$ cat src/rtl/lpc_host_cmd_queue.sv
// Command FIFO and cycle sequencer driving the lpc_host GPIO-style control inputs;
// a watchdog pulses the host reset and returns a timeout response if a cycle stalls.
module lpc_host_cmd_queue #(
    parameter int DEPTH          = 4,
    parameter int LFRAME_CYCLES  = 2,
    parameter int TIMEOUT        = 64,
    parameter int RECOVER_CYCLES = 4
) (
    input  logic        clk_i,
    input  logic        rst_i,
    input  logic        cmd_valid_i,
    output logic        cmd_ready_o,
    input  logic [15:0] cmd_addr_i,
    input  logic [7:0]  cmd_data_i,
    input  logic        cmd_write_i,
    input  logic        cmd_memory_i,
    output logic        rsp_valid_o,
    input  logic        rsp_ready_i,
    output logic [7:0]  rsp_data_o,
    output logic        rsp_write_o,
    output logic        rsp_timeout_o,
    output logic [15:0] ctrl_addr_o,
    output logic [7:0]  ctrl_data_o,
    output logic        ctrl_lframe_o,
    output logic        ctrl_rd_status_o,
    output logic        ctrl_wr_status_o,
    output logic        ctrl_memory_cycle_o,
    output logic        ctrl_nrst_o,
    input  logic [7:0]  ctrl_data_i,
    input  logic        ctrl_ready_i,
    output logic        busy_o,
    output logic [2:0]  state_o
);
    localparam int          AW       = $clog2(DEPTH);
    localparam logic [AW:0] FULL_CNT = (AW+1)'(DEPTH);
    localparam logic [3:0]  LF_LAST  = 4'(LFRAME_CYCLES - 1);
    localparam logic [3:0]  REC_LAST = 4'(RECOVER_CYCLES - 1);
    localparam logic [7:0]  WD_LAST  = 8'(TIMEOUT - 1);

    localparam logic [2:0] ST_IDLE      = 3'd0;
    localparam logic [2:0] ST_LAUNCH    = 3'd1;
    localparam logic [2:0] ST_WAIT_BUSY = 3'd2;
    localparam logic [2:0] ST_WAIT_DONE = 3'd3;
    localparam logic [2:0] ST_RESP      = 3'd4;
    localparam logic [2:0] ST_RECOVER   = 3'd5;

    logic [25:0]   mem_q [DEPTH];
    logic [AW-1:0] wr_ptr_q, wr_ptr_d, rd_ptr_q, rd_ptr_d;
    logic [AW:0]   count_q, count_d;
    logic          cmd_ready_q, cmd_ready_d;
    logic          push, pop;
    logic [25:0]   head;

    logic [2:0]  state_q, state_d;
    logic [3:0]  lf_cnt_q, lf_cnt_d;
    logic [3:0]  rec_cnt_q, rec_cnt_d;
    logic [7:0]  wd_q, wd_d;
    logic        wd_hit;

    logic [15:0] ctrl_addr_q, ctrl_addr_d;
    logic [7:0]  ctrl_data_q, ctrl_data_d;
    logic        ctrl_lframe_q, ctrl_lframe_d;
    logic        ctrl_rd_q, ctrl_rd_d;
    logic        ctrl_wr_q, ctrl_wr_d;
    logic        ctrl_mem_q, ctrl_mem_d;
    logic        ctrl_nrst_q, ctrl_nrst_d;

    logic        rsp_valid_q, rsp_valid_d;
    logic [7:0]  rsp_data_q, rsp_data_d;
    logic        rsp_write_q, rsp_write_d;
    logic        rsp_timeout_q, rsp_timeout_d;

    assign push   = cmd_valid_i && cmd_ready_q;
    assign head   = mem_q[rd_ptr_q];
    assign wd_hit = (wd_q == WD_LAST);

    always_comb begin
        state_d       = state_q;
        lf_cnt_d      = lf_cnt_q;
        rec_cnt_d     = rec_cnt_q;
        wd_d          = wd_q;
        pop           = 1'b0;
        ctrl_addr_d   = ctrl_addr_q;
        ctrl_data_d   = ctrl_data_q;
        ctrl_rd_d     = ctrl_rd_q;
        ctrl_wr_d     = ctrl_wr_q;
        ctrl_mem_d    = ctrl_mem_q;
        rsp_valid_d   = rsp_valid_q;
        rsp_data_d    = rsp_data_q;
        rsp_write_d   = rsp_write_q;
        rsp_timeout_d = rsp_timeout_q;

        case (state_q)
            ST_IDLE: begin
                if ((count_q != '0) && ctrl_ready_i) begin
                    pop         = 1'b1;
                    ctrl_addr_d = head[25:10];
                    ctrl_data_d = head[9:2];
                    ctrl_wr_d   = head[1];
                    ctrl_rd_d   = !head[1];
                    ctrl_mem_d  = head[0];
                    lf_cnt_d    = '0;
                    wd_d        = '0;
                    state_d     = ST_LAUNCH;
                end
            end
            ST_LAUNCH: begin
                wd_d = wd_q + 8'd1;
                if (wd_hit) begin
                    rec_cnt_d = '0;
                    state_d   = ST_RECOVER;
                end else if (lf_cnt_q == LF_LAST) begin
                    state_d = ST_WAIT_BUSY;
                end else begin
                    lf_cnt_d = lf_cnt_q + 4'd1;
                end
            end
            ST_WAIT_BUSY: begin
                wd_d = wd_q + 8'd1;
                if (!ctrl_ready_i) begin
                    state_d = ST_WAIT_DONE;
                end else if (wd_hit) begin
                    rec_cnt_d = '0;
                    state_d   = ST_RECOVER;
                end
            end
            // A ready edge in the same cycle as the watchdog expiry completes normally.
            ST_WAIT_DONE: begin
                wd_d = wd_q + 8'd1;
                if (ctrl_ready_i) begin
                    rsp_valid_d   = 1'b1;
                    rsp_data_d    = ctrl_wr_q ? 8'h00 : ctrl_data_i;
                    rsp_write_d   = ctrl_wr_q;
                    rsp_timeout_d = 1'b0;
                    state_d       = ST_RESP;
                end else if (wd_hit) begin
                    rec_cnt_d = '0;
                    state_d   = ST_RECOVER;
                end
            end
            ST_RESP: begin
                if (rsp_ready_i) begin
                    rsp_valid_d = 1'b0;
                    state_d     = ST_IDLE;
                end
            end
            ST_RECOVER: begin
                if (rec_cnt_q == REC_LAST) begin
                    rsp_valid_d   = 1'b1;
                    rsp_data_d    = 8'hFF;
                    rsp_write_d   = ctrl_wr_q;
                    rsp_timeout_d = 1'b1;
                    state_d       = ST_RESP;
                end else begin
                    rec_cnt_d = rec_cnt_q + 4'd1;
                end
            end
            default: state_d = ST_IDLE;
        endcase

        // Frame and host reset strobes are registered off the current state,
        // which delays each by one clock relative to the state entry.
        ctrl_lframe_d = (state_q != ST_LAUNCH);
        ctrl_nrst_d   = (state_q != ST_RECOVER);

        wr_ptr_d = push ? wr_ptr_q + AW'(1) : wr_ptr_q;
        rd_ptr_d = pop  ? rd_ptr_q + AW'(1) : rd_ptr_q;
        case ({push, pop})
            2'b10:   count_d = count_q + (AW+1)'(1);
            2'b01:   count_d = count_q - (AW+1)'(1);
            default: count_d = count_q;
        endcase
        cmd_ready_d = (count_d != FULL_CNT);
    end

    always_ff @(posedge clk_i) begin
        if (rst_i) begin
            wr_ptr_q      <= '0;
            rd_ptr_q      <= '0;
            count_q       <= '0;
            cmd_ready_q   <= 1'b0;
            state_q       <= ST_IDLE;
            lf_cnt_q      <= '0;
            rec_cnt_q     <= '0;
            wd_q          <= '0;
            ctrl_addr_q   <= '0;
            ctrl_data_q   <= '0;
            ctrl_lframe_q <= 1'b1;
            ctrl_rd_q     <= 1'b0;
            ctrl_wr_q     <= 1'b1;
            ctrl_mem_q    <= 1'b0;
            ctrl_nrst_q   <= 1'b0;
            rsp_valid_q   <= 1'b0;
            rsp_data_q    <= '0;
            rsp_write_q   <= 1'b0;
            rsp_timeout_q <= 1'b0;
        end else begin
            wr_ptr_q      <= wr_ptr_d;
            rd_ptr_q      <= rd_ptr_d;
            count_q       <= count_d;
            cmd_ready_q   <= cmd_ready_d;
            state_q       <= state_d;
            lf_cnt_q      <= lf_cnt_d;
            rec_cnt_q     <= rec_cnt_d;
            wd_q          <= wd_d;
            ctrl_addr_q   <= ctrl_addr_d;
            ctrl_data_q   <= ctrl_data_d;
            ctrl_lframe_q <= ctrl_lframe_d;
            ctrl_rd_q     <= ctrl_rd_d;
            ctrl_wr_q     <= ctrl_wr_d;
            ctrl_mem_q    <= ctrl_mem_d;
            ctrl_nrst_q   <= ctrl_nrst_d;
            rsp_valid_q   <= rsp_valid_d;
            rsp_data_q    <= rsp_data_d;
            rsp_write_q   <= rsp_write_d;
            rsp_timeout_q <= rsp_timeout_d;
        end
    end

    always_ff @(posedge clk_i) begin
        if (push) begin
            mem_q[wr_ptr_q] <= {cmd_addr_i, cmd_data_i, cmd_write_i, cmd_memory_i};
        end
    end

    assign cmd_ready_o         = cmd_ready_q;
    assign rsp_valid_o         = rsp_valid_q;
    assign rsp_data_o          = rsp_data_q;
    assign rsp_write_o         = rsp_write_q;
    assign rsp_timeout_o       = rsp_timeout_q;
    assign ctrl_addr_o         = ctrl_addr_q;
    assign ctrl_data_o         = ctrl_data_q;
    assign ctrl_lframe_o       = ctrl_lframe_q;
    assign ctrl_rd_status_o    = ctrl_rd_q;
    assign ctrl_wr_status_o    = ctrl_wr_q;
    assign ctrl_memory_cycle_o = ctrl_mem_q;
    assign ctrl_nrst_o         = ctrl_nrst_q;
    assign busy_o              = (state_q != ST_IDLE) || (count_q != '0);
    assign state_o             = state_q;
endmodule

$ cat config.mk
export PLATFORM = sky130hd
export DESIGN_NAME = lpc_host_cmd_queue
export DESIGN_NICKNAME = d
export VERILOG_FILES = /design/src/rtl/lpc_host_cmd_queue.sv
export SDC_FILE = /design/constraint.sdc
export NUM_CORES = 1
export LEC_CHECK = 0
export CORE_MARGIN = 2
export CORE_UTILIZATION = 42
export DETAILED_ROUTE_END_ITERATION = 12
export GPL_TIMING_DRIVEN = 0
export SLEW_MARGIN = 0
export SYNTH_ARGS = -nofsm -noshare
export SYNTH_HDL_FRONTEND = slang
export SYNTH_SLANG_ARGS = --single-unit
$ cat constraint.sdc
create_clock -name clk_i -period 7.9 [get_ports clk_i]
set_clock_uncertainty 0.1 [all_clocks]
set_input_delay 1.185 -clock clk_i [delete_from_list [all_inputs] [get_ports clk_i]]
set_output_delay 1.185 -clock clk_i [all_outputs]
set_load 0.02 [all_outputs]
==> impl_metrics.xml <==
<?xml version="1.0" encoding="UTF-8"?>
<metrics>
  <group name="run_status">
    <metric name="status" unit="">finished clean</metric>
  </group>
  <group name="setup_path">
    <metric name="setup.worst_path.class" unit="">input port to flip-flop</metric>
    <metric name="r2r_slack" unit="ps">4620</metric>
    <metric name="worstSetupEndpointType" unit="">flip-flop</metric>
    <metric name="arrival" unit="ps">4340</metric>
    <metric name="reg2reg_from" unit="">state_o[0]</metric>
    <metric name="timing.rr.end" unit="">cmd_ready_o</metric>
    <metric name="setup.worst_path.start_class" unit="">input port</metric>
    <metric name="critical_path_peak_fanout" unit="">10</metric>
    <metric name="worstPathRequired" unit="ps">8090</metric>
    <metric name="ff2ff_path_depth" unit="">13</metric>
  </group>
  <group name="worst_hold_path">
    <metric name="hold-path-endpoint" unit="">ctrl_addr_o[15]</metric>
    <metric name="holdCritStartpoint" unit="">ctrl_addr_o[15]</metric>
    <metric name="min_delay_path_class" unit="">flip-flop to flip-flop</metric>
    <metric name="min_delay_path_depth" unit="">2</metric>
  </group>
  <group name="logic_synthesis">
    <metric name="avgSynthCellArea" unit="sq um">13.8</metric>
    <metric name="synthesized_nets" unit="">529</metric>
    <metric name="synth.cell_area" unit="sq mm">0.00663</metric>
    <metric name="synth-async-reset-ratio" unit="%">0</metric>
    <metric name="synth.yosys.seq_area_share" unit="%">68.0</metric>
    <metric name="number_of_synthesized_register_bits" unit="">173</metric>
    <metric name="yosysUniqueCellTypes" unit="">49</metric>
    <metric name="synth_top_flop_cell" unit="">edfxtp_1</metric>
    <metric name="yosysWarnings" unit="">0</metric>
    <metric name="post_synthesis_cell_count" unit="">480</metric>
    <metric name="synth_edf_count" unit="">104</metric>
  </group>
  <group name="drt">
    <metric name="detailedRoute.firstIterationViolations" unit="">278</metric>
    <metric name="drc" unit="">0</metric>
    <metric name="totalWireLength" unit="microns">13500</metric>
    <metric name="antenna_violating_nets_post_route" unit="">0</metric>
    <metric name="met3WireLength" unit="microns">498</metric>
    <metric name="dr_pass1_iterations" unit="">4</metric>
    <metric name="m1WireLength" unit="microns">6040</metric>
    <metric name="route.top_layer_used" unit="">met4</metric>
    <metric name="vias_per_cell" unit="">5.03</metric>
    <metric name="post_drt_wl_per_cell" unit="microns">16.7</metric>
    <metric name="met2WireLength" unit="microns">6870</metric>
    <metric name="dr_total_vias" unit="">4051</metric>
  </group>
  <group name="die">
    <metric name="io_pins" unit="">84</metric>
    <metric name="die_y" unit="microns">130</metric>
    <metric name="core_area" unit="sq mm">0.0153</metric>
    <metric name="die_area" unit="sq mm">0.0168</metric>
    <metric name="core_rows" unit="">45</metric>
    <metric name="initial_standard_cell_utilization_of_the_core" unit="%">43.3</metric>
    <metric name="die_width" unit="microns">130</metric>
  </group>
  <group name="clocking">
    <metric name="holdBufCountCts" unit="">0</metric>
    <metric name="cts.htree.levels" unit="">4</metric>
    <metric name="cts.reportedPaths.clkPinSlew" unit="ps">70</metric>
    <metric name="cts-buffers-inserted" unit="">17</metric>
    <metric name="number_of_buffers_inserted_to_repair_setup_after_cts" unit="">0</metric>
    <metric name="cts-root-buf" unit="">clkbuf_16</metric>
    <metric name="cts.sinks" unit="">173</metric>
    <metric name="worst_skew_pair.late_latency" unit="ps">420</metric>
    <metric name="tritoncts" unit="">done</metric>
    <metric name="cts-root-to-sink-buffers" unit="">2</metric>
    <metric name="cts_resized" unit="">0</metric>
  </group>
  <group name="layout">
    <metric name="area.growth.synth_to_final" unit="%">25.4</metric>
    <metric name="number_of_filler_instances_in_the_final_layout" unit="">1307</metric>
    <metric name="final-instance-count-excl-fill" unit="">805</metric>
    <metric name="post-route-cell-area" unit="sq mm">0.00832</metric>
    <metric name="final_cell_mix" unit="">edfxtp_1, clkdlybuf4s50_1, dfxtp_1</metric>
    <metric name="nNetsFinal" unit="">630</metric>
    <metric name="post_route_cells_drive_above_1_share" unit="%">12.0</metric>
    <metric name="layout.cells.most_common" unit="">edfxtp_1</metric>
    <metric name="antenna_cells_inserted" unit="">0</metric>
  </group>
  <group name="place">
    <metric name="port_buffers" unit="">82</metric>
    <metric name="dp_cells" unit="">773</metric>
    <metric name="hpwl" unit="microns">8880</metric>
    <metric name="place_congestion" unit="">0.816</metric>
    <metric name="placement.cell_area" unit="sq mm">0.00772</metric>
  </group>
  <group name="global_routing">
    <metric name="grt_use_total" unit="%">17.2</metric>
    <metric name="first_global_vias" unit="">4134</metric>
    <metric name="grt_antenna_before_repair" unit="">0</metric>
    <metric name="grt_start_max_net_pins" unit="">27</metric>
    <metric name="grt_overflow_total" unit="">0</metric>
    <metric name="grt_first_pass_wirelength" unit="microns">21600</metric>
  </group>
  <group name="power_and_ir_drop">
    <metric name="power.density" unit="mW/mm^2">314</metric>
    <metric name="vdd_ir_drop_max" unit="mV">0.275</metric>
    <metric name="p_leak" unit="nW">2.71</metric>
  </group>
  <group name="run">
    <metric name="cap_viol_max_count" unit="">0</metric>
  </group>
  <group name="timing">
    <metric name="report.final.hold_viol_count" unit="">0</metric>
    <metric name="final.period_utilization" unit="%">52.5</metric>
    <metric name="final-max-slew-violation-count" unit="">0</metric>
    <metric name="setup_viol" unit="">0</metric>
    <metric name="grt_setup_unrepaired" unit="">false</metric>
    <metric name="final.min_clock_period" unit="ps">4150</metric>
    <metric name="tightest_slew" unit="ps">752</metric>
    <metric name="setup_tns_final" unit="ps">0</metric>
    <metric name="worst_slew_margin_rel" unit="%">49.9</metric>
    <metric name="max_clock_freq" unit="MHz">241</metric>
  </group>
</metrics>
-- logic make-up (layout without fill, tap and decap cells) --
group / Yosys count / after routing / synth area share [%]
AOI/OAI and AO/OA: 67 / 67 / 6.21
xor gates and xnor gates: 10 / 10 / 1.32
adders and majority gates: 10 / 10 / 2.00
buffers and inverters: 35 / 149 / 2.09
DFF: 173 / 173 / 68.0
muxes: 32 / 32 / 9.76
and+or+nand+nor: 153 / 153 / 10.7
-- through the flow --
| step | hold WS (ps) | power (W) | setup WS (ps) | util, % |
|---|---|---|---|---|
| detailed placement | 347 | 0.00181 | 3290 | 50.4 |
| finish | 352 | 0.00261 | 3750 | 54.3 |
| global route | 378 | 0.00275 | 3510 | 54.3 |
| floorplan | 360 | 0.00156 | 4410 | - |
| CTS | 357 | 0.00264 | 3730 | 54.3 |
| global placement | 345 | 0.00179 | 3310 | 50.4 |
-- worst max path at each step --
stage	start	end	slack [ps]	cells past startpoint
global placement	ctrl_ready_i	cmd_ready_o	3310	14
global route	ctrl_ready_i	cmd_ready_o	3510	14
CTS	ctrl_ready_i	cmd_ready_o	3730	14
floorplan	ctrl_ready_i	cmd_ready_o	4410	13
finish	ctrl_ready_i	cmd_ready_o	3750	14
detailed placement	ctrl_ready_i	cmd_ready_o	3290	14
-- synthesized netlist by cell type, types with 6 or more instances --
cell type,number,share of area (%)
a211oi_1,6,0.68
nor2_1,38,2.2
nand3_1,9,0.68
nor3_1,6,0.45
buf_2,6,0.45
a21oi_1,37,2.8
clkbuf_1,18,1.0
nand2b_1,8,0.76
edfxtp_1,104,47
mux4_2,26,8.8
xor2_1,6,0.79
dfxtp_1,69,21
nand2_1,63,3.6
inv_1,9,0.51
ha_1,9,1.7
-- area by class of cell --
type                            instances  area (sq um)  area share (%)
Buffer                                 25           101            1.22
Clock buffer                           18           439            5.28
Clock inverter                         14           158            1.90
Inverter                               10          37.5           0.451
Multi-Input combinational cell        272          1990            23.9
Sequential cell                       173          4500            54.2
Tap cell                              211           264            3.17
Timing Repair Buffer                   82           821            9.87
-- registers in the layout, indices dropped and copies added, names as in the netlist, 2 cells and up, named ones only --
register     cells
mem_q          104
ctrl_addr_o     16
ctrl_data_o      8
rsp_data_o       8
wd_q             8
lf_cnt_q         4
rec_cnt_q        4
count_q          3
state_o          3
rd_ptr_q         2
wr_ptr_q         2
-- metal layers --
metal / vias to the layer above / global-route usage (%)
li1: 1972 / -
met1: 2006 / 21.4
met2: 71 / 29.5
met3: 2 / 5.00
met4: 0 / 4.74
met5: - / 0
-- critical path, stage by stage --
cell and delay, ps:
clkdlybuf4s50_1 560, o31ai_1 130, or4_1 390, buf_2 180, inv_2 140, clkbuf_1 490, ha_1 290, inv_1 60
fa_1 370, xor2_1 150, nor2_1 120, xnor2_1 90, nor2_1 120, nor2_1 50
-- where the power goes --
group / switching (W) / internal, W / total, W
clock network: 0.000352 / 0.000481 / 0.000833
logic: 0.000376 / 0.000298 / 0.000674
registers: 0.0000516 / 0.00105 / 0.00110
total: 0.000779 / 0.00183 / 0.00261
Power figures use the tool's default switching activity.
